### src/rtl/tis_core.sv
// tis_core: one execution node of a TIS-style grid processor.
// Runs up to 15 instructions, saturating ACC/BAK, four blocking one-word neighbour ports.
module tis_core (
   input  logic              clk,
   input  logic              rst,
   input  logic [3:0]        pLength,
   input  logic [14:0][15:0] prog,
   output logic [10:0]       acc,
   output logic [3:0]        write,
   input  logic [3:0]        wready,
   output logic [10:0]       out,
   input  logic              rreadyU,
   input  logic              rreadyR,
   input  logic              rreadyD,
   input  logic              rreadyL,
   output logic              readU,
   output logic              readR,
   output logic              readD,
   output logic              readL,
   input  logic [10:0]       up,
   input  logic [10:0]       right,
   input  logic [10:0]       down,
   input  logic [10:0]       left
);

   localparam int unsigned DW = 11;
   localparam int unsigned PW = 4;
   localparam int unsigned XW = 13;

   localparam logic [0:0] ST_EXEC  = 1'b0;
   localparam logic [0:0] ST_WRITE = 1'b1;

   localparam logic signed [DW-1:0] ACC_MAX = 11'sd999;
   localparam logic signed [DW-1:0] ACC_MIN = -11'sd999;

   localparam logic [3:0] OP_MOV = 4'd1;
   localparam logic [3:0] OP_SWP = 4'd2;
   localparam logic [3:0] OP_SAV = 4'd3;
   localparam logic [3:0] OP_ADD = 4'd4;
   localparam logic [3:0] OP_SUB = 4'd5;
   localparam logic [3:0] OP_NEG = 4'd6;
   localparam logic [3:0] OP_JMP = 4'd7;
   localparam logic [3:0] OP_JEZ = 4'd8;
   localparam logic [3:0] OP_JNZ = 4'd9;
   localparam logic [3:0] OP_JGZ = 4'd10;
   localparam logic [3:0] OP_JLZ = 4'd11;
   localparam logic [3:0] OP_JRO = 4'd12;

   localparam logic [2:0] LOC_ACC = 3'd5;

   logic [0:0]           r_state, w_state_nxt;
   logic [PW-1:0]        r_pc, w_pc_nxt;
   logic signed [DW-1:0] r_acc, w_acc_nxt;
   logic signed [DW-1:0] r_bak, w_bak_nxt;
   logic [3:0]           r_write, w_write_nxt;
   logic [DW-1:0]        r_out, w_out_nxt;

   // Clamp a widened result into the ACC range.
   function automatic logic signed [DW-1:0] f_sat(input logic signed [XW-1:0] v);
      if (v > 13'sd999) return ACC_MAX;
      if (v < -13'sd999) return ACC_MIN;
      return DW'(v);
   endfunction

   // Pad the program to 16 words so every PC value indexes a defined word.
   logic [15:0][15:0] w_prog;
   logic [15:0]       w_ins;
   assign w_prog = {16'h0000, prog};
   assign w_ins  = w_prog[r_pc];

   logic                 w_is_movi, w_is_alui, w_is_reg;
   logic [3:0]           w_op, w_tgt, w_rready;
   logic [2:0]           w_iop, w_src, w_dst, w_wdst;
   logic signed [DW-1:0] w_imm;

   assign w_is_movi = (w_ins[15:14] == 2'b11);
   assign w_is_alui = (w_ins[15:14] == 2'b10);
   assign w_is_reg  = ~w_ins[15];
   assign w_op      = w_ins[13:10];
   assign w_iop     = w_ins[13:11];
   assign w_src     = w_ins[9:7];
   assign w_dst     = w_ins[6:4];
   assign w_tgt     = w_ins[3:0];
   assign w_imm     = w_ins[10:0];
   assign w_rready  = {rreadyL, rreadyD, rreadyR, rreadyU};

   logic w_uses_src, w_src_port, w_stall, w_active, w_to_port;
   logic [3:0] w_read;

   assign w_uses_src = w_is_reg && ((w_op == OP_MOV) || (w_op == OP_ADD) ||
                                    (w_op == OP_SUB) || (w_op == OP_JRO));
   assign w_src_port = w_uses_src && !w_src[2];
   assign w_stall    = w_src_port && !w_rready[w_src[1:0]];
   assign w_active   = !rst && (r_state == ST_EXEC) && (pLength != 4'd0);
   assign w_read     = (w_active && w_src_port) ? (w_rready & (4'b0001 << w_src[1:0])) : 4'b0000;
   assign w_wdst     = w_is_movi ? w_iop : w_dst;
   assign w_to_port  = (w_is_movi || (w_is_reg && (w_op == OP_MOV))) && !w_wdst[2];

   assign readU = w_read[0];
   assign readR = w_read[1];
   assign readD = w_read[2];
   assign readL = w_read[3];

   logic signed [DW-1:0] w_src_val;
   always_comb begin
      w_src_val = '0;
      case (w_src)
         3'd0:    w_src_val = up;
         3'd1:    w_src_val = right;
         3'd2:    w_src_val = down;
         3'd3:    w_src_val = left;
         LOC_ACC: w_src_val = r_acc;
         default: w_src_val = '0;
      endcase
   end

   logic signed [DW-1:0] w_val, w_opnd;
   logic signed [XW-1:0] w_sum, w_dif, w_pc_ext, w_last, w_jro_sum;
   logic [PW-1:0]        w_pc_inc, w_pc_jmp, w_pc_jro;

   assign w_val     = w_is_movi ? f_sat(XW'(w_imm)) : w_src_val;
   assign w_opnd    = w_is_alui ? w_imm : w_src_val;
   assign w_sum     = XW'(r_acc) + XW'(w_opnd);
   assign w_dif     = XW'(r_acc) - XW'(w_opnd);
   assign w_pc_inc  = (r_pc >= pLength - 4'd1) ? 4'd0 : r_pc + 4'd1;
   assign w_pc_jmp  = (w_tgt >= pLength) ? 4'd0 : w_tgt;
   assign w_pc_ext  = {9'd0, r_pc};
   assign w_last    = {9'd0, pLength - 4'd1};
   assign w_jro_sum = w_pc_ext + XW'(w_opnd);
   assign w_pc_jro  = (w_jro_sum < 13'sd0) ? 4'd0 :
                      (w_jro_sum > w_last) ? w_last[PW-1:0] : w_jro_sum[PW-1:0];

   // Next-state logic: execute phase or pending-write phase.
   always_comb begin
      w_state_nxt = r_state;
      w_pc_nxt    = r_pc;
      w_acc_nxt   = r_acc;
      w_bak_nxt   = r_bak;
      w_write_nxt = r_write;
      w_out_nxt   = r_out;
      case (r_state)
         ST_EXEC: begin
            if (w_active && !w_stall) begin
               if (w_to_port) begin
                  w_out_nxt   = w_val;
                  w_write_nxt = 4'b0001 << w_wdst[1:0];
                  w_state_nxt = ST_WRITE;
               end else begin
                  w_pc_nxt = w_pc_inc;
                  if (w_is_movi) begin
                     if (w_wdst == LOC_ACC) w_acc_nxt = w_val;
                  end else if (w_is_alui) begin
                     case (w_iop)
                        3'd0:    w_acc_nxt = f_sat(w_sum);
                        3'd1:    w_acc_nxt = f_sat(w_dif);
                        3'd2:    w_pc_nxt  = w_pc_jro;
                        default: ;
                     endcase
                  end else begin
                     case (w_op)
                        OP_MOV: if (w_dst == LOC_ACC) w_acc_nxt = f_sat(XW'(w_src_val));
                        OP_SWP: begin
                           w_acc_nxt = r_bak;
                           w_bak_nxt = r_acc;
                        end
                        OP_SAV: w_bak_nxt = r_acc;
                        OP_ADD: w_acc_nxt = f_sat(w_sum);
                        OP_SUB: w_acc_nxt = f_sat(w_dif);
                        OP_NEG: w_acc_nxt = -r_acc;
                        OP_JMP: w_pc_nxt  = w_pc_jmp;
                        OP_JEZ: if (r_acc == 11'sd0) w_pc_nxt = w_pc_jmp;
                        OP_JNZ: if (r_acc != 11'sd0) w_pc_nxt = w_pc_jmp;
                        OP_JGZ: if (r_acc > 11'sd0)  w_pc_nxt = w_pc_jmp;
                        OP_JLZ: if (r_acc < 11'sd0)  w_pc_nxt = w_pc_jmp;
                        OP_JRO: w_pc_nxt  = w_pc_jro;
                        default: ;
                     endcase
                  end
               end
            end
         end
         ST_WRITE: begin
            if ((r_write & wready) != 4'b0000) begin
               w_write_nxt = 4'b0000;
               w_pc_nxt    = w_pc_inc;
               w_state_nxt = ST_EXEC;
            end
         end
         default: w_state_nxt = ST_EXEC;
      endcase
   end

   always_ff @(posedge clk) begin
      if (rst) begin
         r_state <= ST_EXEC;
         r_pc    <= '0;
         r_acc   <= '0;
         r_bak   <= '0;
         r_write <= '0;
         r_out   <= '0;
      end else begin
         r_state <= w_state_nxt;
         r_pc    <= w_pc_nxt;
         r_acc   <= w_acc_nxt;
         r_bak   <= w_bak_nxt;
         r_write <= w_write_nxt;
         r_out   <= w_out_nxt;
      end
   end

   assign acc   = r_acc;
   assign write = r_write;
   assign out   = r_out;

endmodule

### config.mk
export PLATFORM = sky130hd
export DESIGN_NAME = tis_core
export DESIGN_NICKNAME = d
export VERILOG_FILES = /design/src/rtl/tis_core.sv
export SDC_FILE = /design/constraint.sdc
export NUM_CORES = 1
export LEC_CHECK = 0
export CAP_MARGIN = 20
export CORE_ASPECT_RATIO = 0.9
export CORE_MARGIN = 1
export CORE_UTILIZATION = 46
export DETAILED_ROUTE_END_ITERATION = 10
export PLACE_DENSITY = 0.84
export SLEW_MARGIN = 15
export SYNTH_ARGS = -nofsm -noshare
export SYNTH_HDL_FRONTEND = slang
export SYNTH_SLANG_ARGS = --single-unit
### constraint.sdc
create_clock -name clk -period 10.1 [get_ports clk]
set_input_delay 3.03 -clock clk [delete_from_list [all_inputs] [get_ports clk]]
set_output_delay 3.03 -clock clk [all_outputs]
set_load 0.1 [all_outputs]
Yosys cells after proc, flatten, opt, wreduce, memory -nomap -nowiden:

Cells that the tools add are included.

* $add $sub $neg: 6
* order comparisons: 16
* eq/ne operators: 29
* shift-type cells: 2
* mux-type cells: 135
* bitwise gates (word level): 7
* reductions and logical operators: 31

Operator list (count)
* 11-bit two-way mux: 26
* 11-bit case mux with 5 select lines: 2
* 1-bit two-way mux: 80
* 4-bit two-way mux: 18
* 16-bit binary-select mux with 4-bit select: 1
* 12-bit by 11-bit > comparator with 1-bit output (second input constant): 2
* 12-bit by 11-bit less-than comparator with 1-bit output (second input constant): 2
* 4-bit case mux with 6 select lines: 1
* 11-bit > comparator (second input constant): 2
* 11-bit less-than comparator (second input constant): 2
* 11-bit case mux with 2 select lines: 1
* 4-bit equality test (second input constant): 5
* 4-bit by 3-bit equality test with 1-bit output (second input constant): 4
* 16-bit two-way mux: 1
* 4-bit case mux with 2 select lines: 2
* 11-bit by 11-bit adder with 12-bit output: 1
* 5-bit by 11-bit adder with 12-bit output: 1
* 12-bit by 5-bit > comparator with 1-bit output: 1
* 12-bit by 1-bit less-than comparator with 1-bit output (second input constant): 1
* 11-bit by 11-bit subtractor with 12-bit output: 1
* 11-bit by 1-bit > comparator with 1-bit output (second input constant): 1
* 11-bit logical NOT: 1
* 11-bit by 1-bit less-than comparator with 1-bit output (second input constant): 1
* 11-bit negator: 1
* 32 further kinds: 68

* bits in registers: 42
* input bits: 298

Longest topological paths before layout:

Gate-level depths: netlist (run 1).

* word-level depth: 27
* depth in mapped cells: 29

Worst setup path before layout (run 1):

Ideal clock, no wire load.

* path kind: in2out
* start: input prog[186] in the netlist's numbering
* end: output readD
* arrival: 5.941 ns
* data required time: 7.070 ns
* slack: 1.129 ns
* stages on the path: 8
* buffers on the path: 0
* cells stage by stage: mux4_2 -> mux4_2 -> inv_2 -> mux2i_1 -> nand3_1 -> nor2_1 -> nand2_1 -> nor2_1

* longest elaborated chain between the ends: 10
* elaborated cells on any way between the ends: 13

RTL lines
* start, declared: RTL line 7 `input logic [14:0][15:0] prog,`
* 16-bit binary-select mux with 4-bit select *: RTL line 69 `assign w_ins = w_prog[r_pc];`
* 16-bit two-way mux (implied by the code) *: RTL line 69
* 4-bit by 1-bit equality test with 1-bit output or 4-bit by 3-bit equality test with 1-bit output (tied branches): RTL line 90 `assign w_uses_src = w_is_reg && ((w_op == OP_MOV) || (w_op == OP_ADD) ||`
* 1-bit logical OR (2 in a row): RTL line 90
* 1-bit logical OR *: RTL line 91 `(w_op == OP_SUB) || (w_op == OP_JRO));`
* 1-bit logical AND *: RTL line 90
* 1-bit logical AND *: RTL line 92 `assign w_src_port = w_uses_src && !w_src[2];`
* 1-bit logical AND *: RTL line 95 `assign w_read = (w_active && w_src_port) ? (w_rready & (4'b0001 << w_src[1:0])) : 4'b0000;`
* 4-bit two-way mux *: RTL line 95
* end, declared: RTL line 18 `output logic readD,`

Every way passes the cells marked *; elsewhere a longest branch is shown, timed or not. The select of a mux whose other input is x is not followed.

Worst setup path in the final report (run 1):

* start: input prog[9] in the netlist's numbering
* end: register r_acc[4] (netlist: acc[4])

* longest elaborated chain between the ends: 20
* elaborated cells on any way between the ends: 124

RTL lines
* 16-bit binary-select mux with 4-bit select *: RTL line 69
* 16-bit two-way mux (implied by the code) *: RTL line 69
* 3-bit equality test (tied with other cells): RTL line 107 `case (w_src)`
* 11-bit case mux with 5 select lines: RTL line 107
* 11-bit two-way mux or 11-bit less-than comparator (tied branches): RTL line 122, 61
* 11-bit by 11-bit subtractor with 12-bit output (tied with other cells): RTL line 124 `assign w_dif = XW'(r_acc) - XW'(w_opnd);`
* 12-bit by 11-bit less-than comparator with 1-bit output or 1-bit two-way mux (tied branches): RTL line 61 `if (v < -13'sd999) return ACC_MIN;`
* 1-bit two-way mux (on tied branches): RTL line 61, 161
* [4 not listed]
* 1-bit two-way mux (on tied branches): RTL line 144, 143
* 1-bit two-way mux (on tied branches): RTL line 143, 141
* 1-bit two-way mux or 11-bit two-way mux (tied branches): RTL line 141, 62
* 11-bit two-way mux (on tied branches): RTL line 62, 61
* 11-bit two-way mux (on tied branches): RTL line 61, 161
* 11-bit case mux with 5 select lines or 11-bit case mux with 2 select lines (tied branches): RTL line 160, 153
* 11-bit two-way mux: RTL line 152 `end else if (w_is_alui) begin`
* 11-bit two-way mux: RTL line 150 `if (w_is_movi) begin`
* end signal, assigned: RTL line 204 `r_acc <= w_acc_nxt;`
* end, declared: RTL line 53 `logic signed [DW-1:0] r_acc, w_acc_nxt;`

Marks and branches as above.
A chain may end at the register's enable or synchronous reset.

==> reports/metrics.sh, run 1 <==
PORT-BUFFER-COUNT=327
FINAL.FILL_COUNT=1511
MET2_TRACK_UTILIZATION_FROM_GLOBAL_ROUTING=0.617
FINAL_LAYOUT_WORST_HOLD_SLACK_NS=0.482
WL_PER_CELL_UM=23.1
VIAS=9904
HTREE_NUM_LEVELS=2
SETUP_VIOL_COUNT_FINAL=0
CLOCKROOTBUFFER='sky130_fd_sc_hd__clkbuf_16'
SYNTH_COMMON_CELLS='sky130_fd_sc_hd__nand2_1, sky130_fd_sc_hd__nor2_1, sky130_fd_sc_hd__a21oi_1, sky130_fd_sc_hd__mux2i_1, sky130_fd_sc_hd__o21ai_0'
FIN_NETS=1679
MAXCAPVIOLATIONS=0
STATIC-LEAKAGE-POWER_uW=0.00453
SYNTH-SEQ-AREA-SHARE=0.102
ASYNC_RESET_FF_FRAC=0
SYNTH_SEQ_CELLS=42
RSZ0062_AT_GRT='no'
SYN_AREA_UM2=8230
VIAS_IN_THE_FIRST_GLOBAL_ROUTE=9473
ROW_COUNT=46
FINAL.SETUP_SKEW_NS=0.0125
SYNTH_MOST_COMMON_CELL='sky130_fd_sc_hd__nand2_1'
GRT_FIRST_PASS_WIRELENGTH_UM=54000
PATH_MAX_FANOUT=9
GLOBAL_ROUTE_LAYER_WITH_THE_GREATEST_USAGE='met2'
NUM_IO_PINS=328
FINAL-SEQ-AREA_UM2=850
FINAL_CELL_COUNT_NO_FILL=1573
REQUIRED_NS=10.26
POST_ROUTE_CELLS_DRIVE_ABOVE_1_SHARE=0.0941
REMAINING_DRC_ERRORS=0
FLOORPLAN.DIE_AREA_UM2=18400
CTS-HOLD-FIX-BUFFERS=0
START_KIND='input pin'
GRT_MAX_DEGREE=54
YOSYSTOPAREACELLSHARE=0.140
ROUTE.FINAL.WIRE_LENGTH_UM=36400
POST_CTS_RESIZED=0
POWER.DENSITY_nW_PER_UM2=353
DIE_WIDTH_UM=143
START_UTIL=0.469
FINAL_ANTENNA_NET_COUNT=0
USE_MET1=0.500
WORSTMARGINPINSLEW_NS=1.16
YOSYS-TOP-CELLS-AREA='sky130_fd_sc_hd__mux4_2, sky130_fd_sc_hd__dfxtp_1, sky130_fd_sc_hd__mux2i_1'
CTS_INSERTED_BUFFERS=5
HP-CLASS='reg2reg'
SYN_NETS=1387
SYNTH.LIB_CELLS_USED.DISTINCT=91
MULTI_INPUT_COMB_AREA_UM2=6830
MEAN_POST_SYNTH_CELL_AREA_UM2=7.94
POSTCTSSETUPREPAIRBUFS=0
DESIGN.CORE.AREA_UM2=17600
VIASPERCELL=6.30
MAXSLEWVIOLCOUNT=0
CLOCK_LATENCY_NS=0.30
MAX-SLEW-MARGIN-REL=0.225
DRC_MARKER_COUNT_FROM_THE_FIRST_DETAILED_ROUTE_ITERATION=1075
AREA_GROWTH_FROM_SYNTHESIS_TO_LAYOUT_PCT=43.5
CLOCK_SINKS=42
SYNTHDOMINANTAREACELLTYPE='sky130_fd_sc_hd__mux4_2'
NETLIST_INSTANCES=1036
STATUS='finished, final reports clean'
DRTPASS1ITERATIONS=6
DP.CELLS=1561
CTS_BUFFER_DEPTH=2
PLACE.DETAILED.HPWL_UM=29200
TIMING_WORST_SETUP_PATH_TYPE='in2reg'
ACHIEVABLE-FREQUENCY_GHz=0.110
FP.DIEH_UM=129
POST-ROUTE-PERIOD-UTIL=0.902
NUMBER_OF_ANTENNA_VIOLATIONS_AT_THE_FIRST_CHECK_IN_GLOBAL_ROUTING=5
CRIT_PATH_END_KIND='register'
GRT_UTIL_MET3=0.0856
GLOBALPLACE.CONGESTION=1.05
GLOBAL_ROUTE.USAGE.TOTAL=0.388
TRITONCTS='yes'
SETUP_TNS_NS=0
FINAL-HOLD-VIOLATION-COUNT=0
GRT_OVERFLOW=0
MAX-VDD-IR-DROP_mV=0.227
CLK_TRANSITION_REPORTED_PATHS_NS=0.06
WORST-ENDPOINT-ARRIVAL_NS=9.27
SYNTH-EDFF-COUNT=0
FINALCRITICALPERIOD_NS=9.11
SYNTH_FF_TYPE='sky130_fd_sc_hd__dfxtp_1'
NUMBER_OF_WARNINGS_ISSUED_BY_YOSYS=0
==> report_power, final <==
part | internal (uW) | switching [uW] | total (uW)
registers | 199 | 107 | 305
logic | 1340 | 2310 | 3650
clock network | 139 | 72.9 | 212
==> state kept, by name (all words and copies together), names as in the netlist <==
signal,flops
out,11
r_state,1
r_bak,11
r_pc,4
acc,11
write,4
==> cells by family (layout without fill, tap and decap cells) <==
logic type | Yosys count | count (layout) | share of synthesized area
compound gates | 307 | 307 | 0.267
xor+xnor | 34 | 34 | 0.0362
flops | 42 | 42 | 0.102
other cells | 0 | 4 | 0
buf+inv | 120 | 413 | 0.0677
mux | 124 | 124 | 0.231
fa+ha+maj | 58 | 58 | 0.0894
simple gates | 351 | 351 | 0.207
==> final cells by class <==
class,count,share of cell area
sequential,42,0.0720
clock inverter,1,0.00254
multi-input combinational,874,0.579
clock buffer,7,0.0139
timing repair buffer,344,0.287
antenna,4,0.000848
inverter,61,0.0194
tap,240,0.0254
==> layer usage <==
layer  up-vias  wire, um  share of wire
met4         2      1470          0.040
li1       4538         -              -
met5         -        14        0.00039
met2       633     16300           0.45
met3       103      4100           0.11
met1      4628     14400           0.40
==> placed cells by master, fill, tap and decap left out, types with 9 or more instances in the layout <==
cell type,instances
sky130_fd_sc_hd__mux2i_1,66
sky130_fd_sc_hd__mux4_2,51
sky130_fd_sc_hd__nand3_1,33
sky130_fd_sc_hd__or3_1,12
sky130_fd_sc_hd__dfxtp_1,39
sky130_fd_sc_hd__a21o_1,9
sky130_fd_sc_hd__o21ai_0,58
sky130_fd_sc_hd__nand4_1,14
sky130_fd_sc_hd__inv_1,56
sky130_fd_sc_hd__buf_4,21
sky130_fd_sc_hd__a221oi_1,13
sky130_fd_sc_hd__nor2_1,88
sky130_fd_sc_hd__a21oi_1,70
sky130_fd_sc_hd__xnor2_1,21
sky130_fd_sc_hd__nor2b_1,16
sky130_fd_sc_hd__nand2b_1,19
sky130_fd_sc_hd__clkdlybuf4s50_1,323
sky130_fd_sc_hd__xor2_1,13
sky130_fd_sc_hd__nor3_1,29
sky130_fd_sc_hd__a22oi_1,9
sky130_fd_sc_hd__nand2_1,95
sky130_fd_sc_hd__ha_1,50
sky130_fd_sc_hd__o211ai_1,15
sky130_fd_sc_hd__o221ai_1,14
==> final timing paths <==
check                             from                   to  slack (ns)  depth (start not counted)
setup / recovery               prog[9]  acc[4]$_SDFFE_PP0P_        0.99                         25
hold / removal     out[2]$_SDFFE_PP0P_  out[2]$_SDFFE_PP0P_        0.48                          2
setup reg to reg  r_pc[0]$_SDFFE_PP0P_  acc[4]$_SDFFE_PP0P_        2.76                         25
hold reg to reg    out[2]$_SDFFE_PP0P_  out[2]$_SDFFE_PP0P_        0.48                          2
==> worst max-delay path, cell delays in order <==
cell,delay [ns]
sky130_fd_sc_hd__clkdlybuf4s50_1,0.47
sky130_fd_sc_hd__mux4_2,0.51
sky130_fd_sc_hd__mux2i_4,0.26
sky130_fd_sc_hd__nand2_1,0.15
sky130_fd_sc_hd__nand2_1,0.24
sky130_fd_sc_hd__nand2_1,0.08
sky130_fd_sc_hd__a21oi_1,0.15
sky130_fd_sc_hd__a21oi_1,0.07
sky130_fd_sc_hd__o22a_1,0.33
sky130_fd_sc_hd__nand2_1,0.12
sky130_fd_sc_hd__o21a_1,0.35
sky130_fd_sc_hd__ha_1,0.30
sky130_fd_sc_hd__a21o_1,0.18
sky130_fd_sc_hd__a21oi_1,0.21
sky130_fd_sc_hd__o21ai_0,0.14
sky130_fd_sc_hd__a2111oi_0,0.72
sky130_fd_sc_hd__nor2_1,0.17
sky130_fd_sc_hd__o211ai_1,0.30
sky130_fd_sc_hd__nor4_1,0.10
sky130_fd_sc_hd__o21ai_1,0.46
sky130_fd_sc_hd__a211oi_1,0.17
sky130_fd_sc_hd__o311ai_1,0.28
sky130_fd_sc_hd__o21ai_0,0.14
sky130_fd_sc_hd__a211oi_1,0.24
sky130_fd_sc_hd__nor3_1,0.07
==> metrics by stage <==
stage	total power, uW	instance area, um^2	utilization	setup WS (ns)
floorplan	2840	8230	-	1.13
global placement	3820	11600	0.661	0.927
detailed placement	3810	11600	0.661	0.840
CTS	4050	11800	0.672	1.10
global route	4440	11800	0.672	0.362
finish	4170	11800	0.672	0.986
Note: power is estimated with default switching activity, not from simulation.
==> inputs of run 2 (changes only) <==
- GPL_TIMING_DRIVEN: default -> 0
==> reports/metrics.sh, run 2 (synthesis results as in run 1) <==
STATUS='finished, final reports clean'
FINAL.SETUP_SKEW_NS=0.00201  # -0.0105 ns
SETUP.REG_TO_REG.WORST_SLACK_NS=2.34  # -0.42 ns
CTS_INSERTED_BUFFERS=5  # unchanged
TRITONCTS='yes'
WORST-ENDPOINT-ARRIVAL_NS=9.79  # +0.52 ns
FINALCRITICALPERIOD_NS=9.57  # +0.459 ns
RSZ0062_AT_GRT='no'
SETUP_VIOL_COUNT_FINAL=0  # unchanged
DRC_MARKER_COUNT_FROM_THE_FIRST_DETAILED_ROUTE_ITERATION=1299  # +21%
FLOORPLAN.DIE_AREA_UM2=18400  # unchanged
ACHIEVABLE-FREQUENCY_GHz=0.104  # -4.8%
GLOBAL_ROUTE.USAGE.TOTAL=0.402  # +0.0139
GRT_OVERFLOW=0  # unchanged
NUM_IO_PINS=328  # unchanged
FINAL_LAYOUT_WORST_HOLD_SLACK_NS=0.481  # -0.00103 ns
FINAL-HOLD-VIOLATION-COUNT=0  # unchanged
FINAL_ANTENNA_NET_COUNT=0  # unchanged
LAYOUT.CELLS.MOST_COMMON='sky130_fd_sc_hd__clkdlybuf4s50_1'
LEADING_CELL_TYPES_IN_THE_LAYOUT_FILL_AND_TAPS_EXCLUDED='sky130_fd_sc_hd__clkdlybuf4s50_1, sky130_fd_sc_hd__nand2_1, sky130_fd_sc_hd__nor2_1, sky130_fd_sc_hd__a21oi_1, sky130_fd_sc_hd__mux2i_1'
STATIC-LEAKAGE-POWER_uW=0.00467  # +3.1%
NUMBER_OF_ANTENNA_VIOLATIONS_AT_THE_FIRST_CHECK_IN_GLOBAL_ROUTING=6  # +1
POST-ROUTE-PERIOD-UTIL=0.948  # +0.0454
MULTI_INPUT_COMB_AREA_UM2=6860  # +0.46%
CLOCKROOTBUFFER='sky130_fd_sc_hd__clkbuf_16'
R2R_STARTPOINT='r_pc[1]$_SDFFE_PP0P_'
FINAL.FILL_COUNT=1490  # -1.4%
DESIGN.CORE.AREA_UM2=17600  # unchanged
HTREE_NUM_LEVELS=2  # unchanged
FINAL_CELL_COUNT_NO_FILL=1616  # +2.7%
CTS-HOLD-FIX-BUFFERS=0  # unchanged
HP-CLASS='reg2reg'
WORST_HOLD_PATH.ENDPOINT='out[6]$_SDFFE_PP0P_'
POST_ROUTE_CELLS_DRIVE_ABOVE_1_SHARE=0.0985  # +0.00441
WORST_HOLD_STARTPOINT='out[6]$_SDFFE_PP0P_'
FP.DIEH_UM=129  # unchanged
MAXCAPVIOLATIONS=0  # unchanged
GRT_MAX_DEGREE=14  # -74%
CLOCK_SINKS=42  # unchanged
GLOBALPLACE.CONGESTION=0.994  # -5.1%
WL_PER_CELL_UM=23.3  # +0.74%
CTS_BUFFER_DEPTH=2  # unchanged
FINAL-SEQ-AREA_UM2=841  # -1.0%
ROUTE.FINAL.WIRE_LENGTH_UM=37600  # +3.5%
ROW_COUNT=46  # unchanged
DIE_WIDTH_UM=143  # unchanged
SETUP.WORST_PATH.START='prog[95]'
PATH_MAX_FANOUT=10  # +1
REQUIRED_NS=10.31  # +0.05 ns
RR_WORST_DEPTH=24  # -4.0%
MAX-VDD-IR-DROP_mV=0.192  # -15%
DRTPASS1ITERATIONS=5  # -1
POWER.DENSITY_nW_PER_UM2=349  # -1.3%
R2R_END='acc[4]$_SDFFE_PP0P_'
FIN_NETS=1721  # +2.5%
VIAS=10200  # +3.1%
PLACE.DETAILED.HPWL_UM=30400  # +4.2%
START_UTIL=0.469  # unchanged
CLK_TRANSITION_REPORTED_PATHS_NS=0.06  # about the same
WORSTMARGINPINSLEW_NS=0.993  # -0.164 ns
PORT-BUFFER-COUNT=327  # unchanged
MAX-SLEW-MARGIN-REL=0.336  # +0.111
MAXSLEWVIOLCOUNT=0  # unchanged
VIAS_IN_THE_FIRST_GLOBAL_ROUTE=9682  # +2.2%
TIMING_WORST_SETUP_PATH_TYPE='in2reg'
START_KIND='input pin'
AREA_GROWTH_FROM_SYNTHESIS_TO_LAYOUT_PCT=45.8
CLOCK_LATENCY_NS=0.29  # about the same
MIN_DELAY_PATH_DEPTH=2  # unchanged
VIASPERCELL=6.32  # +0.39%
DP.CELLS=1603  # +2.7%
REMAINING_DRC_ERRORS=0  # unchanged
GRT_FIRST_PASS_WIRELENGTH_UM=56100  # +4.1%
CRIT_PATH_END_KIND='register'
## run 2: what timing repair did
action / 4_1_cts / 5_1_grt
setup endpoints to repair: 0 / 13
buffers inserted: 0 / 0
resized for setup: 0 / 14
## run 2: cell type report
type | instances | share of cell area
antenna | 5 | 0.00104
buffer | 59 | 0.0274
clock buffer | 6 | 0.0107
clock inverter | 2 | 0.00115
inverter | 61 | 0.0191
multi-input combinational | 874 | 0.572
sequential | 42 | 0.0701
tap | 240 | 0.0250
timing repair buffer | 327 | 0.274
## run 2: per-layer routing
layer  routed length [um]  share of wire  GRT usage
met1                15600           0.41      0.526
met2                16600           0.44      0.630
met3                 3750           0.10     0.0908
met4                 1670          0.044      0.178
met5                   13        0.00035          0
## run 2: worst max-delay path by stage
stage                                     end
after floorplan                         readD
after global placement    acc[4]$_SDFFE_PP0P_
after detailed placement  acc[4]$_SDFFE_PP0P_
after CTS                 acc[4]$_SDFFE_PP0P_
after global routing      acc[4]$_SDFFE_PP0P_
final                     acc[4]$_SDFFE_PP0P_
## run 2: power breakdown
| group | switching, uW | internal (uW) | total, uW | leakage [uW] |
|---|---|---|---|---|
| logic | 2400 | 1360 | 3770 | 0.00426 |
| registers | 54.4 | 197 | 251 | 0.000341 |
| clock network | 72.7 | 92.0 | 165 | 0.0000709 |
## run 2: through the flow
stage          setup slack (ns)   util  setup TNS [ns]  cell area (um^2)  total power (uW)
2_1_floorplan              1.13      -               0              8230              2840
3_3_place_gp             -0.199  0.672          -0.310             11800              3800
3_5_place_dp             -0.191  0.672          -0.322             11800              3820
4_1_cts                  0.0610  0.680               0             11900              4010
5_1_grt                   0.172  0.683               0             12000              4450
6_report                  0.527  0.684               0             12000              4180
## run 2: critical path: stages
cell,delay (ns)
sky130_fd_sc_hd__clkdlybuf4s50_1,0.45
sky130_fd_sc_hd__mux4_2,0.47
sky130_fd_sc_hd__or2_1,0.26
sky130_fd_sc_hd__a31oi_4,0.37
sky130_fd_sc_hd__nand2b_1,0.33
sky130_fd_sc_hd__buf_2,0.33
sky130_fd_sc_hd__clkbuf_1,0.46
sky130_fd_sc_hd__nor2_1,0.11
sky130_fd_sc_hd__a21oi_2,0.34
sky130_fd_sc_hd__ha_1,0.25
sky130_fd_sc_hd__inv_1,0.06
sky130_fd_sc_hd__fa_1,0.40
sky130_fd_sc_hd__nor2b_1,0.13
sky130_fd_sc_hd__o21ai_0,0.11
sky130_fd_sc_hd__a21oi_1,0.20
sky130_fd_sc_hd__o21ai_0,0.18
sky130_fd_sc_hd__a211oi_1,0.36
sky130_fd_sc_hd__nor3_1,0.10
sky130_fd_sc_hd__a311oi_2,0.60
sky130_fd_sc_hd__o21ai_2,0.25
sky130_fd_sc_hd__a211oi_1,0.38
sky130_fd_sc_hd__o311ai_1,0.15
sky130_fd_sc_hd__o21ai_0,0.14
sky130_fd_sc_hd__a211oi_1,0.13
sky130_fd_sc_hd__nor3_1,0.18
